[config.mk]
export PLATFORM = sky130hd
export DESIGN_NAME = warp_dispatch_queue
export DESIGN_NICKNAME = d
export VERILOG_FILES = /design/src/rtl/warp_dispatch_queue.sv
export SDC_FILE = /design/constraint.sdc
export NUM_CORES = 1
export LEC_CHECK = 0
export ABC_CLOCK_PERIOD_IN_PS = 4200
export CORE_ASPECT_RATIO = 1.5
export CORE_MARGIN = 3
export CORE_UTILIZATION = 51
export DETAILED_ROUTE_END_ITERATION = 12
export PLACE_DENSITY_LB_ADDON = 0.15
export SLEW_MARGIN = 40
export SYNTH_ARGS = -nofsm -noshare
export SYNTH_HDL_FRONTEND = slang
export SYNTH_SLANG_ARGS = --single-unit
[constraint.sdc]
create_clock -name i_clk -period 4.2 [get_ports i_clk]
set_input_delay 0.84 -clock i_clk [delete_from_list [all_inputs] [get_ports i_clk]]
set_output_delay 0.84 -clock i_clk [all_outputs]
set_load 0.01 [all_outputs]
[src/rtl/warp_dispatch_queue.sv]
// Warp dispatcher: buffers scheduler warps in a FIFO, launches them onto free SIMD cores
// (round-robin or lowest-index), tracks core busy state and serialises completion reports.
module warp_dispatch_queue #(
  parameter int NUM_CORES   = 4,
  parameter int QUEUE_DEPTH = 8,
  parameter int WARP_ID_W   = 4,
  parameter int THREAD_W    = 5,
  parameter int PC_W        = 32
) (
  input  logic                             i_clk,
  input  logic                             i_rst_n,
  input  logic                             i_in_valid,
  output logic                             o_in_ready,
  input  logic [WARP_ID_W-1:0]             i_in_warp_id,
  input  logic [PC_W-1:0]                  i_in_pc,
  input  logic [THREAD_W-1:0]              i_in_num_threads,
  input  logic                             i_policy_rr,
  input  logic                             i_flush,
  output logic [NUM_CORES-1:0]             o_core_launch,
  output logic [WARP_ID_W-1:0]             o_core_warp_id,
  output logic [PC_W-1:0]                  o_core_pc,
  output logic [THREAD_W-1:0]              o_core_num_threads,
  input  logic [NUM_CORES-1:0]             i_core_done,
  output logic [NUM_CORES-1:0]             o_core_busy,
  output logic                             o_done_valid,
  output logic [WARP_ID_W-1:0]             o_done_warp_id,
  output logic [$clog2(QUEUE_DEPTH+1)-1:0] o_queue_count,
  output logic                             o_err_spurious
);

  localparam int CNT_W  = $clog2(QUEUE_DEPTH + 1);
  localparam int PTR_W  = $clog2(QUEUE_DEPTH);
  localparam int CORE_W = (NUM_CORES > 1) ? $clog2(NUM_CORES) : 1;

  logic                 r_live;
  logic [CNT_W-1:0]     r_count;
  logic [PTR_W-1:0]     r_wr_ptr;
  logic [PTR_W-1:0]     r_rd_ptr;
  logic [WARP_ID_W-1:0] r_fifo_id  [QUEUE_DEPTH];
  logic [PC_W-1:0]      r_fifo_pc  [QUEUE_DEPTH];
  logic [THREAD_W-1:0]  r_fifo_thr [QUEUE_DEPTH];

  logic [NUM_CORES-1:0] r_busy;
  logic [NUM_CORES-1:0] r_pending;
  logic [NUM_CORES-1:0] r_launch;
  logic [WARP_ID_W-1:0] r_core_id [NUM_CORES];
  logic [WARP_ID_W-1:0] r_pend_id [NUM_CORES];
  logic [CORE_W-1:0]    r_rr_ptr;
  logic [WARP_ID_W-1:0] r_out_id;
  logic [PC_W-1:0]      r_out_pc;
  logic [THREAD_W-1:0]  r_out_thr;
  logic                 r_err;

  logic                 w_push;
  logic                 w_pop;
  logic [NUM_CORES-1:0] w_free;
  logic [NUM_CORES-1:0] w_fin;
  logic [CORE_W-1:0]    w_grant_idx;
  logic [NUM_CORES-1:0] w_grant_oh;
  logic [NUM_CORES-1:0] w_launch_oh;
  logic [NUM_CORES-1:0] w_rep_oh;
  logic [WARP_ID_W-1:0] w_done_id;

  // First free core at or after 'base', wrapping; caller guarantees at least one is free.
  function automatic logic [CORE_W-1:0] f_pick(input logic [NUM_CORES-1:0] free, input int base);
    logic [CORE_W-1:0]    sel;
    logic                 hit;
    logic [NUM_CORES-1:0] sh;
    int                   idx;
    sel = '0;
    hit = 1'b0;
    for (int k = 0; k < NUM_CORES; k++) begin
      idx = base + k;
      if (idx >= NUM_CORES) idx = idx - NUM_CORES;
      sh = free >> idx;
      if (!hit && sh[0]) begin
        hit = 1'b1;
        sel = CORE_W'(idx);
      end
    end
    return sel;
  endfunction

  assign o_in_ready  = r_live & (r_count < CNT_W'(QUEUE_DEPTH));
  assign w_push      = i_in_valid & o_in_ready & ~i_flush;
  assign w_free      = ~r_busy;
  assign w_pop       = (r_count != '0) & (|w_free) & ~i_flush;
  assign w_grant_idx = f_pick(w_free, i_policy_rr ? int'(r_rr_ptr) : 0);
  assign w_grant_oh  = NUM_CORES'(1) << w_grant_idx;
  assign w_launch_oh = w_pop ? w_grant_oh : '0;
  assign w_fin       = i_core_done & r_busy;
  // Lowest set pending bit is the one reported this cycle.
  assign w_rep_oh    = r_pending & (~r_pending + NUM_CORES'(1));

  always_comb begin
    w_done_id = '0;
    for (int i = 0; i < NUM_CORES; i++) begin
      if (w_rep_oh[i]) w_done_id = w_done_id | r_pend_id[i];
    end
  end

  always_ff @(posedge i_clk) begin
    if (w_push) begin
      r_fifo_id[r_wr_ptr]  <= i_in_warp_id;
      r_fifo_pc[r_wr_ptr]  <= i_in_pc;
      r_fifo_thr[r_wr_ptr] <= i_in_num_threads;
    end
  end

  always_ff @(posedge i_clk or negedge i_rst_n) begin
    if (!i_rst_n) begin
      r_live    <= 1'b0;
      r_count   <= '0;
      r_wr_ptr  <= '0;
      r_rd_ptr  <= '0;
      r_busy    <= '0;
      r_pending <= '0;
      r_launch  <= '0;
      r_rr_ptr  <= '0;
      r_out_id  <= '0;
      r_out_pc  <= '0;
      r_out_thr <= '0;
      r_err     <= 1'b0;
      for (int i = 0; i < NUM_CORES; i++) begin
        r_core_id[i] <= '0;
        r_pend_id[i] <= '0;
      end
    end else begin
      r_live <= 1'b1;
      if (i_flush) begin
        r_count  <= '0;
        r_wr_ptr <= '0;
        r_rd_ptr <= '0;
      end else begin
        if (w_push) r_wr_ptr <= r_wr_ptr + PTR_W'(1);
        if (w_pop)  r_rd_ptr <= r_rd_ptr + PTR_W'(1);
        case ({w_push, w_pop})
          2'b10:   r_count <= r_count + CNT_W'(1);
          2'b01:   r_count <= r_count - CNT_W'(1);
          default: r_count <= r_count;
        endcase
      end

      r_launch <= w_launch_oh;
      if (w_pop) begin
        r_out_id  <= r_fifo_id[r_rd_ptr];
        r_out_pc  <= r_fifo_pc[r_rd_ptr];
        r_out_thr <= r_fifo_thr[r_rd_ptr];
        if (i_policy_rr) begin
          r_rr_ptr <= (w_grant_idx == CORE_W'(NUM_CORES - 1)) ? '0 : w_grant_idx + CORE_W'(1);
        end
      end

      r_busy    <= (r_busy & ~w_fin) | w_launch_oh;
      r_pending <= (r_pending & ~w_rep_oh) | w_fin;
      // Report id is captured at completion so a quick relaunch cannot overwrite it.
      for (int i = 0; i < NUM_CORES; i++) begin
        if (w_launch_oh[i]) r_core_id[i] <= r_fifo_id[r_rd_ptr];
        if (w_fin[i])       r_pend_id[i] <= r_core_id[i];
      end

      if (|(i_core_done & ~r_busy)) r_err <= 1'b1;
    end
  end

  assign o_core_launch      = r_launch;
  assign o_core_warp_id     = r_out_id;
  assign o_core_pc          = r_out_pc;
  assign o_core_num_threads = r_out_thr;
  assign o_core_busy        = r_busy;
  assign o_done_valid       = |r_pending;
  assign o_done_warp_id     = w_done_id;
  assign o_queue_count      = r_count;
  assign o_err_spurious     = r_err;

endmodule

==> results of run 1 <==
cells by family (layout without fill, tap and decap cells):
| kind of cell | count (synthesis) | in the layout | share of synthesized area |
|---|---|---|---|
| mux | 165 | 165 | 0.165 |
| flops | 427 | 427 | 0.742 |
| other cells | 1 | 1 | 0.000226 |
| buf+inv | 53 | 215 | 0.0134 |
| xor+xnor | 9 | 9 | 0.00588 |
| simple gates | 118 | 118 | 0.0327 |
| fa+ha+maj | 10 | 10 | 0.00753 |
| compound gates | 84 | 84 | 0.0327 |
final cells by class:
type / instances / area [um2]
clock buffer: 63 / 1150
clock inverter: 11 / 105
fill: 2302 / 12200
inverter: 11 / 41.3
multi-input combinational: 387 / 4140
sequential: 427 / 12300
tap: 410 / 513
timing repair buffer: 130 / 1430
placed cells by master (no fill, tap or decap), drive strengths merged, types with 4 or more instances in the layout:
| cell | instances |
|---|---|
| mux2i | 40 |
| dfrtp | 99 |
| nand2b | 4 |
| o21ai | 10 |
| clkbuf | 63 |
| ha | 10 |
| inv | 13 |
| buf | 22 |
| a221o | 4 |
| edfxtp | 328 |
| nor2b | 4 |
| mux2 | 42 |
| mux4 | 83 |
| clkinv | 7 |
| xor2 | 6 |
| nand2 | 26 |
| clkdlybuf4s50 | 108 |
| a21oi | 43 |
| nor2 | 61 |
layer usage:
metal	vias to the layer above	global-route usage	part of all wire
met3	48	0.0312	0.041
met4	0	0.0490	0.019
met5	-	0	0
li1	3691	-	-
met1	4276	0.241	0.41
met2	195	0.338	0.53
through the flow:
stage / cells / utilization / worst slack [ns]
floorplan: 867 / - / 0.487
global placement: 1362 / 0.576 / 0.503
detailed placement: 1365 / 0.578 / 0.459
CTS: 1439 / 0.617 / 0.757
global route: 1439 / 0.617 / 0.776
finish: 1439 / 0.617 / 0.986
power by group:
group,internal (mW),switching (mW),total [mW]
clock network,2.01,1.45,3.46
logic,1.69,1.43,3.12
registers,5.03,0.412,5.44
sequential cells by signal, indices dropped and copies added, names as in the netlist:
register / flops
r_fifo_pc: 256
r_fifo_thr: 40
o_core_pc: 32
r_fifo_id: 32
r_core_id: 16
r_pend_id: 16
o_core_num_threads: 5
o_core_busy: 4
o_core_launch: 4
o_core_warp_id: 4
o_queue_count: 4
r_pending: 4
r_rd_ptr: 3
r_wr_ptr: 3
r_rr_ptr: 2
o_err_spurious: 1
r_live: 1
final timing paths:
check,cells after the start,to,startpoint
hold reg to reg,2,o_err_spurious,o_err_spurious
min in group i_clk,2,o_err_spurious,o_err_spurious
hold / removal,1,o_queue_count[3],i_rst_n
setup / recovery,11,r_core_id[0],i_policy_rr
max in group asynchronous,2,o_core_pc[14],i_rst_n
setup reg to reg,10,r_core_id[0],r_rr_ptr[0]
worst max-delay path: stages:
cell	delay, ns
clkdlybuf4s50_1	0.48
nand2_1	0.22
ha_1	0.30
nand2_1	0.06
o211ai_1	0.10
o31a_1	0.27
o21a_1	0.18
o41ai_1	0.41
ha_1	0.25
nand2_1	0.16
mux2_2	0.35
==> results.txt, run 1 <==
CTS tree - done
DIE AREA - 34,800 um2
CP Class - in2reg
WP data arrival - 3.62 ns
Largest net degree at the start of global routing - 84
Pwr dens - 609 nW/um2
Max Cap Viol - 0
Hold-fix buffers, CTS - 0
Yosys cell types - 56
Predominant post-synthesis flop cell - edfxtp_1
Ports - 110
Pre-Repair DR Iteration Count - 4
Number of global-route vias before repair - 8,762
Overall power - 12.0 mW
Synthesis-to-finish area growth - 18.7%
Antenna-violating nets left - 0
VDD IR max - 0.000398 V
Setup TNS - 0 ns
DR WL/cell - 22.2 um
Hold Slack - 0.367 ns
Avg Vias per Cell - 5.71
Starting Density - 0.520
Final Max Tran Viols - 0
Sequential element share of the synthesized area - 0.742
Worst min path class - in2async
Core area - 31,900 um2
Antenna diode count - 0
Syn nets - 927
Ratio of cells with drive above 1 in the final layout - 0.211
Maximum fanout along the worst path - 11
Die Span Y - 227 um
DRT iter0 DRCs - 453
Area after DPL - 18,400 um2
Flop2flop setup slack - 1.11 ns
Cells after synthesis - 867
Mapped Area - 16,600 um2
Depth of the CTS H-tree - 2
Post-synth top area cell - edfxtp_1
Peak Freq - 0.311 GHz
Number of port buffers - 109
EDFF count, synth - 328
Clk_lat worst skew - 0.53 ns
Clk pin slew, worst setup/hold paths - 0.06 ns
Final period util - 0.765
Area contributors post-synth - edfxtp_1 (59%), dfrtp_1 (15%), mux4_2 (11%)
CTS resizes - 0
Post-Route WL - 31,900 um
Seq cells post-synth - 427
Clock buffer depth - 3
Number of cell rows - 80
Required @ worst endpoint - 4.61 ns
Syn. warnings - 0
Slew margin rel. - 0.508
GRT Total Usage - 0.188
Ys async rst share - 0.232
Fin. Hold Viols - 0
Synth cell count leaders - edfxtp_1 (328), dfrtp_1 (99), mux4_2 (83), nor2_1 (61), a21oi_1 (43)
Syn_area_per_cell - 19.2 um2
Startpoint Class - input pin
Setup violations, final - 0
Tmin final - 3.21 ns
CTS buffer count - 40
First-pass GRT wire length - 50,400 um
Design Area, Final - 19,700 um2
Die X - 153 um
P_leak - 6.62 nW
Critical Path End Type - flop
Top cell type's share of synthesized area - 0.593
RSZ-0062 raised after global routing - false
Initial antenna violation count - 0
Total number of vias - 8,210
CTS root buf - clkbuf_16
Slew @ Worst Pin - 0.738 ns
DRC - 0
Run status - finished clean
Most frequent cell after synthesis - edfxtp_1
Max Clock Skew - 0.00825 ns
Congestion Overflow GR - 0
Nets@finish - 1,057
GPL Wtd Cong - 0.780
Post-DP HPWL - 18,800 um
Setup Buffers After CTS - 0
# clock sinks - 427
Power figures use the tool's default switching activity.
==> inputs of run 2 (changes only) <==
--- a/config.mk
+++ b/config.mk
@@ -5,7 +5,7 @@
 export SDC_FILE = /design/constraint.sdc
 export NUM_CORES = 1
 export LEC_CHECK = 0
-export ABC_CLOCK_PERIOD_IN_PS = 4200
+export ABC_CLOCK_PERIOD_IN_PS = 3250
 export CORE_ASPECT_RATIO = 1.5
 export CORE_MARGIN = 3
 export CORE_UTILIZATION = 51
==> constraint.sdc (replaced) <==
create_clock -name i_clk -period 3.25 [get_ports i_clk]
set_input_delay 0.65 -clock i_clk [delete_from_list [all_inputs] [get_ports i_clk]]
set_output_delay 0.65 -clock i_clk [all_outputs]
set_load 0.01 [all_outputs]
==> run 2 against run 1 <==
Compared with the run above: clock power rose by 30%; non-clock buffer count increased by 15; via count is 0.45% higher; sequential power up 31%; critical path type is now reg2out; largest cell class unchanged.
==> results.txt, run 2 (synthesis results as in run 1) <==
Run status - finished clean
Slew margin rel. - 0.503 (-0.00493)
Total number of vias - 8,247 (+0.45%)
Post-DP HPWL - 19,700 um (+5.0%)
GPL Wtd Cong - 0.783 (+0.42%)
Synthesis-to-finish area growth - 19.2%
Fin. Hold Viols - 0 (unchanged)
Hold Slack - 0.0351 ns (-0.332 ns)
Worst min path class - in2async
Tmin final - 2.93 ns
First-pass GRT wire length - 51,900 um (+3.0%)
Setup violations, final - 0 (unchanged)
Core area - 31,900 um2 (unchanged)
Antenna diode count - 0 (unchanged)
DRT iter0 DRCs - 457 (+0.88%)
Post-Layout Cell Count - 1,454 (+1.0%)
Pre-Repair DR Iteration Count - 5 (+1)
Post-Route WL - 33,100 um (+3.5%)
Final core occ - 0.620 (+0.00282)
RSZ-0062 raised after global routing - false
CTS buffer count - 40 (unchanged)
Placed insts - 1,380 (+1.1%)
VDD IR max - 0.000523 V (+31%)
CP Class - reg2out
DIE AREA - 34,800 um2 (unchanged)
R2r endpoint - r_core_id[3]
Nets@finish - 1,072 (+1.4%)
Congestion Overflow GR - 0 (unchanged)
CTS tree - done
Hold-fix buffers, CTS - 0 (unchanged)
# fillers - 2,285 (-0.74%)
Maximum fanout along the worst path - 13 (+2)
# clock sinks - 427 (unchanged)
Startpoint Class - flop
Ratio of cells with drive above 1 in the final layout - 0.227 (+0.0161)
Critical Path End Type - output pin
Final Max Tran Viols - 0 (unchanged)
CTS root buf - clkbuf_16
Max Clock Skew - 0.0121 ns (+0.00387 ns)
DRC - 0 (unchanged)
Max FFs per register - 256 (unchanged)
Multi-input combinational cell area - 4130 um2 (-0.15%)
Starting Density - 0.520 (unchanged)
Die Span Y - 227 um (unchanged)
R2R cell count - 11 (+1)
Overall power - 15.6 mW (+30%)
Clk pin slew, worst setup/hold paths - 0.06 ns (about the same)
Number of cell rows - 80 (unchanged)
Clk_lat worst skew - 0.54 ns (about the same)
Die X - 153 um (unchanged)
Initial antenna violation count - 1 (+1)
Required @ worst endpoint - 2.60 ns (-2.01 ns)
Ports - 110 (unchanged)
Number of port buffers - 109 (unchanged)
Peak Freq - 0.341 GHz
Slew @ Worst Pin - 0.746 ns (+0.00739 ns)
Most frequent cells in the layout - edfxtp_1 (328), clkdlybuf4s50_1 (108), dfrtp_1 (96), mux4_2 (83), nor2_1 (55)
Reg2reg start - r_rr_ptr[0]
CTS resizes - 0 (unchanged)
Antenna-violating nets left - 0 (unchanged)
Regs by FF count - r_fifo_pc: 256 flops, r_fifo_thr: 40 flops
Number of global-route vias before repair - 8,806 (+0.50%)
Max Cap Viol - 0 (unchanged)
Setup Buffers After CTS - 0 (unchanged)
Clock buffer depth - 3 (unchanged)
Storage cell area - 12,300 um2 (about the same)
WP data arrival - 2.28 ns (-1.34 ns)
Top reg by flops - r_fifo_pc
GRT Total Usage - 0.194 (+0.00608)
Most common library cell in the layout ignoring fill and taps - edfxtp_1
Depth of the CTS H-tree - 2 (unchanged)
Flop2flop setup slack - 0.39 ns (-0.72 ns)
Final period util - 0.902
Largest net degree at the start of global routing - 76 (-9.5%)
DR WL/cell - 22.7 um (+2.5%)
Avg Vias per Cell - 5.67 (-0.59%)
Pwr dens - 789 nW/um2 (+29%)
P_leak - 6.70 nW (+1.2%)
run 2: critical path: stages (launching register included):
cell             delay, ns
dfrtp_1               0.53
nor4b_1               0.36
buf_4                 0.19
a221o_1               0.15
clkdlybuf4s50_1       0.53
run 2: area by class of cell:
class                   count  area share
flip-flops and latches    427       0.623
multi-input cells         387       0.209
repair buffers            145      0.0768
clock buffers              55      0.0560
well taps                 410      0.0259
clock inverters            19     0.00765
inverters                  11     0.00209
run 2: per-stage QoR:
step	cell area (um2)	setup WS [ns]	TNS, ns
floorplan	16600	-0.273	-46.00
global placement	18500	-0.0651	-0.571
detailed placement	18500	-0.130	-1.41
global route	19800	0.198	0
CTS	19800	0.280	0
finish	19800	0.319	0
run 2: where the power goes:
group          internal [mW]  switching, mW
clock                   2.56           1.94
combinational           2.24           1.74
sequential              6.49          0.649
total                   11.3           4.33
run 2: routing by layer:
metal,up-vias,routed length (um),global-route usage
met3,56,1350,0.0331
met2,179,17500,0.346
met5,-,13,0
li1,3721,-,-
met4,2,867,0.0619
met1,4289,13300,0.246
run 2: how the worst max path moves through the flow:
stage            startpoint                end  cells after the start
3_3_place_gp    i_policy_rr       r_core_id[1]                     12
4_1_cts        r_pending[0]  o_done_warp_id[1]                      4
2_1_floorplan    i_in_valid    r_fifo_id[6][0]                      4
6_report       r_pending[0]  o_done_warp_id[1]                      4
3_5_place_dp    i_policy_rr       r_core_id[3]                     12
5_1_grt        r_pending[0]  o_done_warp_id[3]                      4
